==> config.mk <==
export PLATFORM = sky130hd
export DESIGN_NAME = mod_dec_inv_mix_columns
export DESIGN_NICKNAME = d
export VERILOG_FILES = /design/src/rtl/mod_dec_inv_mix_columns.sv
export SDC_FILE = /design/constraint.sdc
export NUM_CORES = 1
export LEC_CHECK = 0
export ABC_CLOCK_PERIOD_IN_PS = 3950
export CAP_MARGIN = 15
export CORE_MARGIN = 4
export CORE_UTILIZATION = 53
export CTS_CLUSTER_SIZE = 12
export DETAILED_ROUTE_END_ITERATION = 8
export PLACE_DENSITY = 0.88
export SYNTH_ARGS = -nofsm -noshare
export SYNTH_HDL_FRONTEND = slang
export SYNTH_SLANG_ARGS = --single-unit
export TNS_END_PERCENT = 20
==> constraint.sdc <==
create_clock -name clk -period 3.95 [get_ports clk]
set_input_delay 0.5925 -clock clk [delete_from_list [all_inputs] [get_ports clk]]
set_output_delay 0.5925 -clock clk [all_outputs]
set_load 0.02 [all_outputs]
==> src/rtl/mod_dec_inv_mix_columns.sv <==
// rtl/mod_dec_inv_mix_columns.sv - AES InvMixColumns stage, one column per clock.
// INV_MC_UNROLL_EN: compute all four columns on the edge after accept.
module mod_dec_inv_mix_columns #(
  localparam int N = 16
) (
  input  logic              clk,
  input  logic              resetn,
  input  logic              in_valid,
  output logic              in_ready,
  input  logic [N-1:0][7:0] inp_imc,
  input  logic              in_bypass,
  output logic              out_valid,
  input  logic              out_ready,
  output logic [N-1:0][7:0] outp_imc
);

  typedef enum logic [1:0] {IDLE, BUSY, DONE} state_t;

  state_t              state;
  logic [N-1:0][7:0]   src;
  logic [N-1:0][7:0]   res;
  logic                bypass;

  function automatic logic [7:0] xtime(input logic [7:0] x);
    return {x[6:0], 1'b0} ^ (x[7] ? 8'h1b : 8'h00);
  endfunction

  function automatic logic [3:0][7:0] inv_col(input logic [3:0][7:0] x);
    logic [3:0][7:0] x2, x4, x8, m9, mb, md, me, y;
    for (int i = 0; i < 4; i++) begin
      x2[i] = xtime(x[i]);
      x4[i] = xtime(x2[i]);
      x8[i] = xtime(x4[i]);
      m9[i] = x8[i] ^ x[i];
      mb[i] = x8[i] ^ x2[i] ^ x[i];
      md[i] = x8[i] ^ x4[i] ^ x[i];
      me[i] = x8[i] ^ x4[i] ^ x2[i];
    end
    y[0] = me[0] ^ mb[1] ^ md[2] ^ m9[3];
    y[1] = m9[0] ^ me[1] ^ mb[2] ^ md[3];
    y[2] = md[0] ^ m9[1] ^ me[2] ^ mb[3];
    y[3] = mb[0] ^ md[1] ^ m9[2] ^ me[3];
    return y;
  endfunction

`ifdef INV_MC_UNROLL_EN
  logic [N-1:0][7:0] full;

  always_comb begin
    full = '0;
    for (int c = 0; c < 4; c++) begin
      full[c*4 +: 4] = inv_col(src[c*4 +: 4]);
    end
  end
`else
  logic [1:0]        col;
  logic [3:0][7:0]   cur_col;
  logic [3:0][7:0]   mixed;

  // Column selector into src; the byte index is {col, row}.
  always_comb begin
    cur_col = '0;
    for (int r = 0; r < 4; r++) begin
      cur_col[r] = src[{col, 2'(r)}];
    end
    mixed = inv_col(cur_col);
  end
`endif

  always_ff @(posedge clk or negedge resetn) begin
    if (!resetn) begin
      state     <= IDLE;
      src       <= '0;
      res       <= '0;
      bypass    <= 1'b0;
      in_ready  <= 1'b1;
      out_valid <= 1'b0;
`ifndef INV_MC_UNROLL_EN
      col       <= 2'd0;
`endif
    end else begin
      case (state)
        IDLE: begin
          if (in_valid) begin
            src      <= inp_imc;
            res      <= inp_imc;
            bypass   <= in_bypass;
            in_ready <= 1'b0;
            state    <= BUSY;
`ifndef INV_MC_UNROLL_EN
            col      <= 2'd0;
`endif
          end
        end
        BUSY: begin
`ifdef INV_MC_UNROLL_EN
          if (!bypass) res <= full;
          state     <= DONE;
          out_valid <= 1'b1;
`else
          // Bypass leaves res == src but still walks all four columns.
          if (!bypass) begin
            for (int r = 0; r < 4; r++) begin
              res[{col, 2'(r)}] <= mixed[r];
            end
          end
          col <= col + 2'd1;
          if (col == 2'd3) begin
            state     <= DONE;
            out_valid <= 1'b1;
          end
`endif
        end
        DONE: begin
          if (out_ready) begin
            out_valid <= 1'b0;
            in_ready  <= 1'b1;
            state     <= IDLE;
          end
        end
        default: state <= IDLE;
      endcase
    end
  end

  assign outp_imc = res;

endmodule

### After elaboration in Yosys (flattened, before gate mapping)

Cells that the tools add are included.

* register bits after elaboration: 263
* output and inout bits: 130
* logic and storage cells: 162

* add/subtract/negate cells: 1
* $lt $le $gt $ge: 8
* equality and inequality tests: 7
* muxes and demuxes: 47
* bitwise logic cells: 48
* reductions and logical operators: 14

Operators by type and width (count)
* 128-bit bitwise mux: 4
* 8-bit bitwise XOR: 36
* 128-bit two-way mux: 2
* 128-bit one-hot mux with 2 select lines: 1
* 8-bit by 5-bit bitwise XOR with 8-bit output: 12
* 8-bit binary-select mux with 2-bit select: 4
* 8-bit demux with 2-bit select: 4
* 8-bit two-way mux: 8
* 5-bit two-way mux: 12
* 4-bit by 5-bit less-than comparator with 1-bit output, second input constant: 4
* 4-bit by 1-bit >= comparator with 1-bit output, second input constant: 4
* 3-bit AND reduction: 4
* 2-bit two-way mux: 4
* 2-bit != test, second input constant: 4
* 2-bit one-hot mux with 3 select lines: 1
* 2-bit nonzero test: 3
* 2-bit equality test, second input constant: 2
* 1-bit logical AND: 4
* 1-bit two-way mux: 4
* 1-bit one-hot mux with 2 select lines: 2
* 2-bit one-hot mux with 2 select lines: 1
* 2-bit AND reduction: 2
* 2-bit by 1-bit adder with 2-bit output, second input constant: 1
* 2-bit by 1-bit equality test with 1-bit output, second input constant: 1
* 2-bit logical NOT: 1

### Depth between registers and ports, before layout

* depth after elaboration: 19
* depth in mapped cells: 12
* depth with buffers taken out: 7

### Worst setup path after synthesis

No wires, ideal clock.

* kind: register -> register
* from: register col[0]
* to: register res, in the netlist outp_imc[119]
* library setup time: 126 ps
* arrival: 3036 ps
* setup slack: 789 ps
* stages on the path, launching flop included: 12
* path buffers: 5
* period minus slack after synthesis: 3161 ps
* cells stage by stage: dfrtp_1 > buf_6 > buf_12 > buf_12 > buf_6 > mux4_2 > buf_6 > xnor3_2 > xnor2_1 > xnor3_1 > a221oi_1 > nor2_1

* longest elaborated chain between the ends: 16
* elaborated cells between the ends (all ways): 67
* classes of those cells: order compare (2); mux (16); bitwise (48); reduce/logical (1)

RTL lines
* from (decl): line 56 `logic [1:0] col;`
* from (signal assigned): line 107 `col <= col + 2'd1;`
* 8-bit binary-select mux with 2-bit select: line 64 `cur_col[r] = src[{col, 2'(r)}];`
* 8-bit two-way mux (not written as such): line 64
* 8-bit by 5-bit bitwise XOR with 8-bit output (3 in series): line 25 `return {x[6:0], 1'b0} ^ (x[7] ? 8'h1b : 8'h00);`
* 8-bit bitwise XOR, on equally long branches: line 36, 37, 35
* 8-bit bitwise XOR, on equally long branches: line 37, 35
* 8-bit bitwise XOR (3 in series): line 39 `y[0] = me[0] ^ mb[1] ^ md[2] ^ m9[3];`
* 128-bit bitwise mux (3 in series): line 104 `res[{col, 2'(r)}] <= mixed[r];`
* 128-bit bitwise mux *: line 104
* 128-bit two-way mux *: line 102 `if (!bypass) begin`
* 128-bit one-hot mux with 2 select lines *: line 82 `case (state)`
* to (signal assigned): line 86 `res <= inp_imc;`
* to (signal, indexed assignment): line 104
* to (decl): line 21 `logic [N-1:0][7:0] res;`

Mark *: on every way between the ends. The rest lies on a longest branch, timed or not. The select of a mux whose other input is x is not followed.
A chain may end at the register's enable or synchronous reset.

### Worst setup path after layout

* from: register col[0]
* to: register res, in the netlist outp_imc[91]

* longest elaborated chain between the ends: 17
* elaborated cells between the ends (all ways): 79
* classes of those cells: order compare (2); mux (28); bitwise (48); reduce/logical (1)

RTL lines (line)
* 8-bit binary-select mux with 2-bit select: 64
* 8-bit two-way mux (not written as such): 64
* 5-bit two-way mux or 8-bit by 5-bit bitwise XOR with 8-bit output (tied branches): 25
* 8-bit by 5-bit bitwise XOR with 8-bit output: 25
* 8-bit by 5-bit bitwise XOR with 8-bit output or 5-bit two-way mux (tied branches): 25
* 8-bit by 5-bit bitwise XOR with 8-bit output: 25
* 8-bit bitwise XOR, on equally long branches: 36, 37, 35
* 8-bit bitwise XOR, on equally long branches: 37, 35
* 8-bit bitwise XOR (3 in series): 39
* 128-bit bitwise mux (3 in series): 104
* 128-bit bitwise mux *: 104
* 128-bit two-way mux *: 102
* 128-bit one-hot mux with 2 select lines *: 82

Marked as above.

==> out/results.ini <==
[synthesis]
yosysWarnings = 0
synth_commonest_cells = nand2_1, dfrtp_1, nor2_1, xnor2_1, clkbuf_1
synth.most_common_cell = nand2_1
synth_edf_count = 0
ys_seq_area_share_pct = 47.5
ys_top_cells_by_area = dfrtp_1, nand2_1, xnor2_1, xnor3_1, nor2_1
syn-num-nets = 1538
ys_ff_latch = 263
async_reset_ff_share_pct = 100
yosys.area.top_type = dfrtp_1
syn_area_per_cell_um2 = 9.90
synth_ff_type = dfrtp_1
synthCells = 1401
yosysTopAreaCellShare_pct = 47.3
synth.distinct_cells = 40
mappedNetlistArea_um2 = 13900

[clock_network]
clkTransAtPathRegs_ns = 0.06
cts.sinks = 263
cts_buffer_depth = 3
clk_latency_ns = 0.56
cts_resized = 0
cts_setup_buffers = 0
cts_tree = built
htreeDepth = 1
numCtsBuffers = 28
clockRootBuffer = clkbuf_16
cts-hold-fix-buffers = 0

[setup_path]
critical_path.most_common_cell = xnor3_1
end_kind = register
critPathSlowestCell = mux4_1
cpLargestDelayFamily = XOR/XNOR gates
rr_startpoint = col[0]
critPathLaunchType = register
crit_fanout = 22
critical_path_class = reg2reg
required_ns = 4.39
worstPathCellList = buf_12 > mux4_1 > xnor2_2 > xnor3_1 > xnor3_1 > xnor3_1 > nand2_1 > a31oi_1
ff2ff_path_depth = 8
r2r-end = outp_imc[91]
crit_buf_inv = 1
worstPathArrival_ns = 4.19
cpPeakStageDelay_ns = 0.79
reg2reg_slack_ns = 0.20
crit_start = col[0]

[route]
via_per_inst = 6.07
drt-initial-drc-count = 1279
drc = 0
routed_wl_mm = 46.5
ant_nets = 0
num_vias = 12000
drt_first_pass_iters = 6
wl_per_cell_um = 23.6

[cells_and_area]
diodes = 0
multi_input_area_um2 = 6810
syn_to_final_growth_pct = 27.4
layout-drive-gt1-share_pct = 7.87
seq_area_um2 = 6580
fillCellCount = 1834
fin_area_um2 = 17700
nNetsFinal = 1759

[die]
die_width_um = 170
row_count = 58
initial_core_util_pct = 54.5
die-area_um2 = 28800
io-pin-count = 263
core_um2 = 25500
die_h_um = 170

[sta]
worstMarginPinSlew_ns = 1.19
fmax_mhz = 267
rsz0062_at_grt = no
setup_viol = 0
max_slew_margin_pct = 19.6
fin_tns_setup_ns = 0
finalCritPeriodShare_pct = 94.9
finClkSkew_ns = 0.0300
hold_violations = 0
slew_viol_final = 0
fin_crit_ns = 3.75

[global_route]
grt_pass1_vias = 12200
grt_overflow = 0
grt_use_total_pct = 32.0
grt_max_degree = 124
grt_pass1_wl_mm = 71.3
antenna_found_initial = 0

[place]
dpl.hpwl_mm = 32.9
place_congestion = 0.957
dpl_cell_area_um2 = 16800
port_buffers = 262

[job]
max_cap_violations = 0

[min_path]
hold_path_class = in2async

[outcome]
status = finished clean

layout by cell type (no fill, tap or decap), types with 2 or more instances in the layout:
cell type / Yosys / final
a21oi_1: 71 / 71
nand3_1: 4 / 4
mux4_1: 6 / 6
clkdlybuf4s50_1: 0 / 261
xor3_1: 6 / 6
xnor2_1: 94 / 93
and2_1: 4 / 4
a2bb2oi_1: 20 / 20
o21ai_1: 1 / 2
o311ai_1: 3 / 3
bufinv_16: 0 / 2
a31oi_1: 38 / 38
inv_1: 4 / 4
xor3_2: 2 / 2
clkbuf_16: 0 / 28
xnor3_1: 33 / 33
buf_12: 2 / 8
nand2_1: 393 / 393
o31ai_1: 2 / 2
xnor3_2: 2 / 2
xor2_2: 3 / 3
a221oi_1: 41 / 41
buf_4: 3 / 24
mux4_2: 26 / 26
xor2_1: 17 / 17
o21ai_0: 46 / 45
clkbuf_8: 0 / 4
o21a_2: 0 / 4
xnor2_4: 3 / 3
ha_1: 4 / 4
xnor2_2: 9 / 10
nor2_1: 193 / 192
dfrtp_1: 262 / 261
clkinv_2: 0 / 2
clkbuf_1: 73 / 9
state kept, by name, indices dropped and copies added (netlist names):
register and cells:
col 2, src 128, out_valid 1, bypass 1
state 2, outp_imc 128, in_ready 1
metal layers:
metal	up-vias	GRT usage (%)	wire (um)
li1	5120	-	-
met3	182	7.99	5200
met1	5829	43.1	17300
met4	0	13.4	2170
met2	826	50.2	21800
met5	-	0	0
through the flow:
step	cells	worst slack (ns)	hold slack (ns)	util (%)
after floorplan	1401	0.789	0.297	-
after global placement	1922	0.251	0.454	65.9
after detailed placement	1922	0.201	0.460	65.9
after CTS	1969	0.168	0.201	69.3
after global routing	1969	0.113	0.181	69.4
final	1969	0.202	0.122	69.4
worst max path at each step:
stage / endpoint / slack, ns / cells past startpoint
floorplan: outp_imc[119] / 0.79 / 11
detailed placement: outp_imc[85] / 0.20 / 8
global placement: outp_imc[117] / 0.25 / 8
finish: outp_imc[91] / 0.20 / 8
CTS: outp_imc[53] / 0.17 / 8
global route: outp_imc[91] / 0.11 / 8
final cells by class:
class / count / share of cell area (%)
multi-input combinational: 1031 / 38.5
timing repair buffer: 294 / 16.8
tap: 330 / 2.34
clock inverter: 6 / 0.538
inverter: 4 / 0.0850
sequential: 263 / 37.3
clock buffer: 41 / 4.47
kinds of logic (layout without fill, tap and decap cells):
| kind of cell | Yosys count | count (layout) | synth area share [%] |
|---|---|---|---|
| buffers and inverters | 107 | 345 | 3.70 |
| AOI/OAI and AO/OA | 229 | 229 | 10.6 |
| xor gates and xnor gates | 170 | 170 | 16.3 |
| DFF | 263 | 263 | 47.5 |
| muxes | 32 | 32 | 5.36 |
| adders and majority gates | 4 | 4 | 0.361 |
| and+or+nand+nor | 596 | 596 | 16.3 |
Power is not shown: default switching activity piles up to over one toggle a cycle in this logic, so the estimate is an artifact.
